## src/rtl/core_pkg.sv

```systemverilog
// Types and constants shared by the instruction fetch logic.
package core_pkg;

    localparam int          XLEN_DEFAULT = 64;
    localparam int          INSN_BYTES   = 4;
    localparam logic [31:0] NOP_INSN     = 32'h0000_0013;  // addi x0,x0,0

    typedef enum logic [2:0] {
        FETCH,
        WAIT,
        HOLD,
        DRAIN,
        FAULT
    } fetch_state_e;

endpackage

```

## src/rtl/fetch_unit.sv

```systemverilog
// Instruction fetch stage: owns the PC, issues one word read at a time and
// presents each returned instruction to decode; redirects squash stale data.
module fetch_unit
    import core_pkg::*;
#(
    parameter int              XLEN     = XLEN_DEFAULT,
    parameter logic [XLEN-1:0] RESET_PC = '0
) (
    input  logic            clk,
    input  logic            reset,
    output logic            imem_req_valid,
    input  logic            imem_req_ready,
    output logic [XLEN-1:0] imem_req_addr,
    input  logic            imem_rsp_valid,
    input  logic [31:0]     imem_rsp_data,
    input  logic            redirect_valid,
    input  logic [XLEN-1:0] redirect_pc,
    output logic            if_valid,
    input  logic            if_ready,
    output logic [31:0]     if_instruction,
    output logic [XLEN-1:0] if_pc,
    output logic            fetch_fault
);

    fetch_state_e    state_q, state_d;
    logic [XLEN-1:0] pc_q, pc_d;
    logic            if_valid_q, if_valid_d;
    logic [31:0]     if_insn_q, if_insn_d;
    logic [XLEN-1:0] if_pc_q, if_pc_d;
    logic            redirect_misaligned;

    assign redirect_misaligned = (redirect_pc[1:0] != 2'b00);

    always_ff @(posedge clk) begin
        if (reset) begin
            state_q    <= FETCH;
            pc_q       <= RESET_PC;
            if_valid_q <= 1'b0;
            if_insn_q  <= 32'h0;
            if_pc_q    <= '0;
        end else begin
            state_q    <= state_d;
            pc_q       <= pc_d;
            if_valid_q <= if_valid_d;
            if_insn_q  <= if_insn_d;
            if_pc_q    <= if_pc_d;
        end
    end

    always_comb begin
        state_d    = state_q;
        pc_d       = pc_q;
        if_valid_d = if_valid_q;
        if_insn_d  = if_insn_q;
        if_pc_d    = if_pc_q;
        // A redirect wins over every other event; once faulted only reset helps.
        if (redirect_valid && state_q != FAULT) begin
            if_valid_d = 1'b0;
            if (redirect_misaligned) begin
                state_d = FAULT;
            end else begin
                pc_d = redirect_pc;
                case (state_q)
                    WAIT, DRAIN: state_d = imem_rsp_valid ? FETCH : DRAIN;
                    default:     state_d = FETCH;
                endcase
            end
        end else begin
            case (state_q)
                FETCH: begin
                    if (imem_req_valid && imem_req_ready) begin
                        state_d = WAIT;
                    end
                end
                WAIT: begin
                    if (imem_rsp_valid) begin
                        if_insn_d  = imem_rsp_data;
                        if_pc_d    = pc_q;
                        if_valid_d = 1'b1;
                        pc_d       = pc_q + XLEN'(INSN_BYTES);
                        state_d    = HOLD;
                    end
                end
                HOLD: begin
                    if (if_ready) begin
                        if_valid_d = 1'b0;
                        state_d    = FETCH;
                    end
                end
                DRAIN: begin
                    if (imem_rsp_valid) begin
                        state_d = FETCH;
                    end
                end
                default: ;
            endcase
        end
    end

    always_comb begin
        imem_req_valid = (state_q == FETCH) && !redirect_valid;
        imem_req_addr  = pc_q;
        fetch_fault    = (state_q == FAULT);
        if_valid       = if_valid_q;
        if_instruction = if_insn_q;
        if_pc          = if_pc_q;
    end

    // Memory may only answer while a request is outstanding.
    a_rsp_protocol: assert property (@(posedge clk) disable iff (reset)
        imem_rsp_valid |-> (state_q == WAIT || state_q == DRAIN));

endmodule

```

## config.mk

```make
export PLATFORM = sky130hd
export DESIGN_NAME = fetch_unit
export DESIGN_NICKNAME = d
export VERILOG_FILES = /design/src/rtl/core_pkg.sv /design/src/rtl/fetch_unit.sv
export SDC_FILE = /design/constraint.sdc
export NUM_CORES = 1
export LEC_CHECK = 0
export ABC_CLOCK_PERIOD_IN_PS = 2200
export CORE_MARGIN = 5
export CORE_UTILIZATION = 25
export DETAILED_ROUTE_END_ITERATION = 7
export SLEW_MARGIN = 10
export SYNTH_ARGS = -nofsm -noshare
export SYNTH_HDL_FRONTEND = slang
export SYNTH_SLANG_ARGS = --single-unit
```

## constraint.sdc

```tcl
create_clock -name clk -period 2.2 [get_ports clk]
set_clock_uncertainty 0.1 [all_clocks]
set_input_delay 0.55 -clock clk [delete_from_list [all_inputs] [get_ports clk]]
set_output_delay 0.55 -clock clk [all_outputs]
set_load 0.1 [all_outputs]
```

; ---- Word-level counts from Yosys, hierarchy flattened
; Index checks and enable logic that the tools add are counted.
[word_totals]
elab_cells = 51
register_bits = 164
in_bits = 102
output_inout_bits = 163
[op_classes]
n_mux = 16
bitwise = 1
n_reduce_logical = 16
eq_ne = 12
addsub = 1
[op_table]
columns = operator, count
row1 = 2-to-1 mux 64 bit, 4
row2 = "adder 64 x 3 -> 64 bit, second input constant", 1
row3 = 2-to-1 mux 3 bit, 6
row4 = "inequality test 3 bit, second input constant", 5
row5 = case mux 3 bit (4 select lines), 1
row6 = AND reduction 3 bit, 3
row7 = nonzero test 2 bit, 4
row8 = "== test 3 x 2 -> 1 bit, second input constant", 2
row9 = "inequality test 2 bit, second input constant", 3
row10 = AND reduction 5 bit, 1
row11 = nonzero test 5 bit, 1
row12 = 2-to-1 mux 2 bit, 2
row13 = OR reduction 2 bit, 2
row14 = "== test 3 x 1 -> 1 bit, second input constant", 1
row15 = "== test 3 bit, second input constant", 1
row16 = logical AND 1 bit, 3
row17 = zero test 3 bit, 1
row18 = 2-to-1 mux 1 bit, 2
row19 = case mux 1 bit (2 select lines), 1
row20 = zero test 1 bit, 1
row21 = NOT 1 bit, 1

; ---- Longest topological paths before layout
; Gate-level depths: netlist of the first run.
[depth]
depth_word = 6
ltp_mapped = 8
mapped_depth_nobuf = 6

; ---- Least setup slack after synthesis of the first run
; No wires, ideal clock.
[synth_timing]
kind = input port to output port
startpoint = in redirect_valid
endpoint = out imem_req_valid
stages = 3
n_path_buf = 2
t_arrival_ns = 3.716
slack_ns = -2.166
required_time_ns = 1.550
path_cell_list = clkbuf_1 -> clkbuf_1 -> nor4_1
[synth_between]
elab_chain_cells = 2
[synth_lines]
columns = item, line
row1 = start: declaration, fetch_unit.sv:16  ; input logic redirect_valid,
row2 = zero test 1 bit, fetch_unit.sv:101  ; imem_req_valid = (state_q == FETCH) && !redirect_valid;
row3 = logical AND 1 bit, fetch_unit.sv:101
row4 = end: declaration, fetch_unit.sv:11  ; output logic imem_req_valid,
; Every way passes these cells.

; ---- Worst setup path after layout of the first run
[layout_timing]
startpoint = reg pc_q[26], in the netlist imem_req_addr[26]
endpoint = reg pc_q[45], in the netlist imem_req_addr[45]
[layout_between]
elab_chain_cells = 4
[layout_lines]
columns = item, line
row1 = start: declaration, fetch_unit.sv:26  ; logic [XLEN-1:0] pc_q, pc_d;
row2 = start signal: assignment, fetch_unit.sv:43  ; pc_q <= pc_d;
row3 = adder 64 x 3 -> 64 bit, fetch_unit.sv:80  ; pc_d = pc_q + XLEN'(INSN_BYTES);
row4 = 2-to-1 mux 64 bit, fetch_unit.sv:76  ; if (imem_rsp_valid) begin
row5 = 2-to-1 mux 64 bit, fetch_unit.sv:69  ; case (state_q)
row6 = 2-to-1 mux 64 bit, fetch_unit.sv:57  ; if (redirect_valid && state_q != FAULT) begin
; Every way passes these cells. The select of a mux whose other input is x is not followed.
; A chain may end at the register's enable or synchronous reset.

==> run metrics, run 1 <==
die height=191 µm; CP Capture Type=register; total track usage=0.184; largest family of logic cells by synthesized area=simple AND/OR/NAND/NOR gates; Layout area overhead=64.9%; DR iter-0 viols=800; unrepaired setup endpoints after global routing=true; max-cap violations=0; crit share post-route=0.996; ys flop type=dfxtp_1; cell area after synthesis=0.00817 mm²; Setup TNS Final=0 ps; GRT overflow=0; post-synth net total=approximately 1200; Synth top area share=0.402; Min-Delay Path Class=reg2reg; sequential share of power=0.403; DRT antenna net count=0; port buffer count=264; Worst VDD drop=0.649 mV; Max Slew Vio Count=0; P_sw=~2.6 mW; crit path time final=2190 ps; fmax=roughly 460 MHz; diode count=0; Starting Density=0.252; Die Area=0.0364 mm²; CTS tree=done; Post-synth ARST share=0; Synth Instances=approximately 1100; Post-DP HPWL=approximately 26 mm; largest net degree at the start of global routing=around 150; TritonCTS Buffers=17; Warnings, synthesis=0; Setup crit start kind=register; Mean Syn Cell Area=7.62 µm²; critical path fanouts, max=7; I/O pin total=265; H-tree depth=4; combinational power share=0.241; post-synthesis xor/xnor area fraction=0; type of the worst setup path=reg2reg; simple-gate share of the synthesized area=0.326; share of layout cells above drive strength 1=0.306; Fill cells=3305; first-pass GRT wire length=approximately 53 mm; arrival time at the worst endpoint=2440 ps; CTS root buf=clkbuf_16; Switching Share=0.327; total core area=roughly 0.032 mm²; DIE WIDTH=191 µm; final setup fails=0; most common cell in the netlist=nand2_1; GPL Wtd Cong=0.938; latest clock arrival within the worst-skew pair=440 ps; Post-Route WL=~35 mm; Distinct cells, synth=~70; status=completed; most common library cells after synthesis=nand2_1, dfxtp_1, a21oi_1, nand3_1, clkbuf_1; post-synthesis compound-gate area fraction=0.202; wire per inst=between 15 and 20 µm; EDFF count, synth=0; Clk pin slew, worst setup/hold paths=70 ps; clk sinks=164; Synth area leader=dfxtp_1; cell area after layout=0.0135 mm²; total placed instance area=0.0128 mm²; clk buf depth=2; Internal=5.34 mW; number of remaining DRC errors=0; largest cells by area after synthesis=dfxtp_1, nand2_1, a21oi_1, nand3_1, and3_1; proportion of synthesized area in mux cells=0.00735; Pre-antenna DRT Iters=6; clock power share=0.356; final hold viol count=0; initial antenna violation count=2; leakage=approximately 5.0 nW; Hold Buf Count CTS=0; flops & latches, synth=about 160; Slew HR=0.446; PwrDens=589 mW/mm²; WP data required=~2500 ps; Vias per Instance=5.09; # rows=66; area share of fa/ha/maj cells after synthesis=0.00153; Least-Margin Pin Slew=between 800 and 900 ps; sequential share of the synthesized area=0.402; vias in the first global route=9090; via count=9476; Final nets=1510
==> worst max-delay path, stage by stage (launching register included) <==
cell	delay, ps
dfxtp_4	400
nand4_1	240
nor2_1	390
nand3_1	340
or4_1	540
o211ai_1	100
==> per-layer routing <==
metal  wire (µm)  share of wire  track usage
met1       14600           0.42        0.238
met4         510          0.015       0.0425
met5          27        0.00078            0
met2       16500           0.48        0.305
met3        2880          0.083       0.0514
==> repair_timing <==
action                     4_1_cts  5_1_grt
gates cloned                     0        0
pin swaps                        2       11
resized for setup               10       18
setup buffers                    3        2
setup endpoints to repair        7       24
==> power groups by stage <==
stage                     Combinational (mW)  Clock, mW  Sequential (mW)
after CTS                               1.91       2.94             3.19
after detailed placement                1.89          0             3.26
final                                   1.91       2.82             3.20
after global routing                    2.00       3.05             3.21
after global placement                  1.88          0             3.26
after floorplan                        0.468          0             3.81
==> cells by family after synthesis <==
group | after synthesis
multiplexers | 6
adder cells (fa/ha/maj) | 1
AO/OA/AOI/OAI | 272
AND/OR/NAND/NOR | 522
buffers and inverters | 107
flip-flops | 164
==> path summary, 6_finish.rpt <==
kind	startpoint	endpoint	slack, ps	cells past startpoint
setup reg to reg	imem_req_addr[26]	imem_req_addr[45]	9	5
setup / recovery	imem_req_addr[26]	imem_req_addr[45]	9	5
hold / removal	if_instruction[16]	if_instruction[16]	350	2
hold reg to reg	if_instruction[16]	if_instruction[16]	350	2
==> registers in the layout, summed over array words and instances (netlist names) <==
signal,count
if_pc,64
imem_req_addr,64
if_instruction,32
state_q,3
if_valid,1
==> layout make-up <==
type                            count  area, µm²  area share
Clock buffer                       22        444      0.0330
Clock inverter                     10       85.1     0.00632
Inverter                           17       67.6     0.00502
Multi-Input combinational cell    801       4550       0.338
Sequential cell                   164       3480       0.258
Tap cell                          442        553      0.0411
Timing Repair Buffer              406       4300       0.319
==> cell usage in the layout, fill, tap and decap left out, types with 31 or more instances in the layout <==
cell and instances:
nor2_1 40, nand4_1 33, a31oi_1 31, a21oi_1 128, clkdlybuf4s50_1 99, o21ai_0 34, dfxtp_1 103, buf_4 222
dfxtp_4 47, nand2_1 246, and3_1 35, nand3_1 55, buf_12 78
==> stage by stage <==
step	instances	total power, mW	hold slack (ps)	worst slack (ps)	utilization
floorplan	1072	4.28	434	-322	-
global placement	1825	5.14	342	-328	0.395
detailed placement	1825	5.15	347	-421	0.395
CTS	1860	8.04	356	-20.6	0.413
global route	1862	8.27	372	-43.4	0.416
finish	1862	7.93	352	9.43	0.416
Note: power is estimated with default switching activity, not from simulation.
==> inputs of run 2 (changes only) <==
--- a/config.mk
+++ b/config.mk
@@ -6,6 +6,7 @@
 export NUM_CORES = 1
 export LEC_CHECK = 0
 export ABC_CLOCK_PERIOD_IN_PS = 2200
+export CAP_MARGIN = 10
 export CORE_MARGIN = 5
 export CORE_UTILIZATION = 25
 export DETAILED_ROUTE_END_ITERATION = 7
==> results of run 2 <==
Same layout as run 1: the final DEF is identical, and so are final timing and power.
==> inputs of run 3 (changes only) <==
--- a/config.mk
+++ b/config.mk
@@ -9,6 +9,7 @@
 export CAP_MARGIN = 10
 export CORE_MARGIN = 5
 export CORE_UTILIZATION = 25
+export CTS_CLUSTER_SIZE = 8
 export DETAILED_ROUTE_END_ITERATION = 7
 export SLEW_MARGIN = 10
 export SYNTH_ARGS = -nofsm -noshare
==> results of run 3 <==
Same layout as run 1: the final DEF is identical, and so are final timing and power.
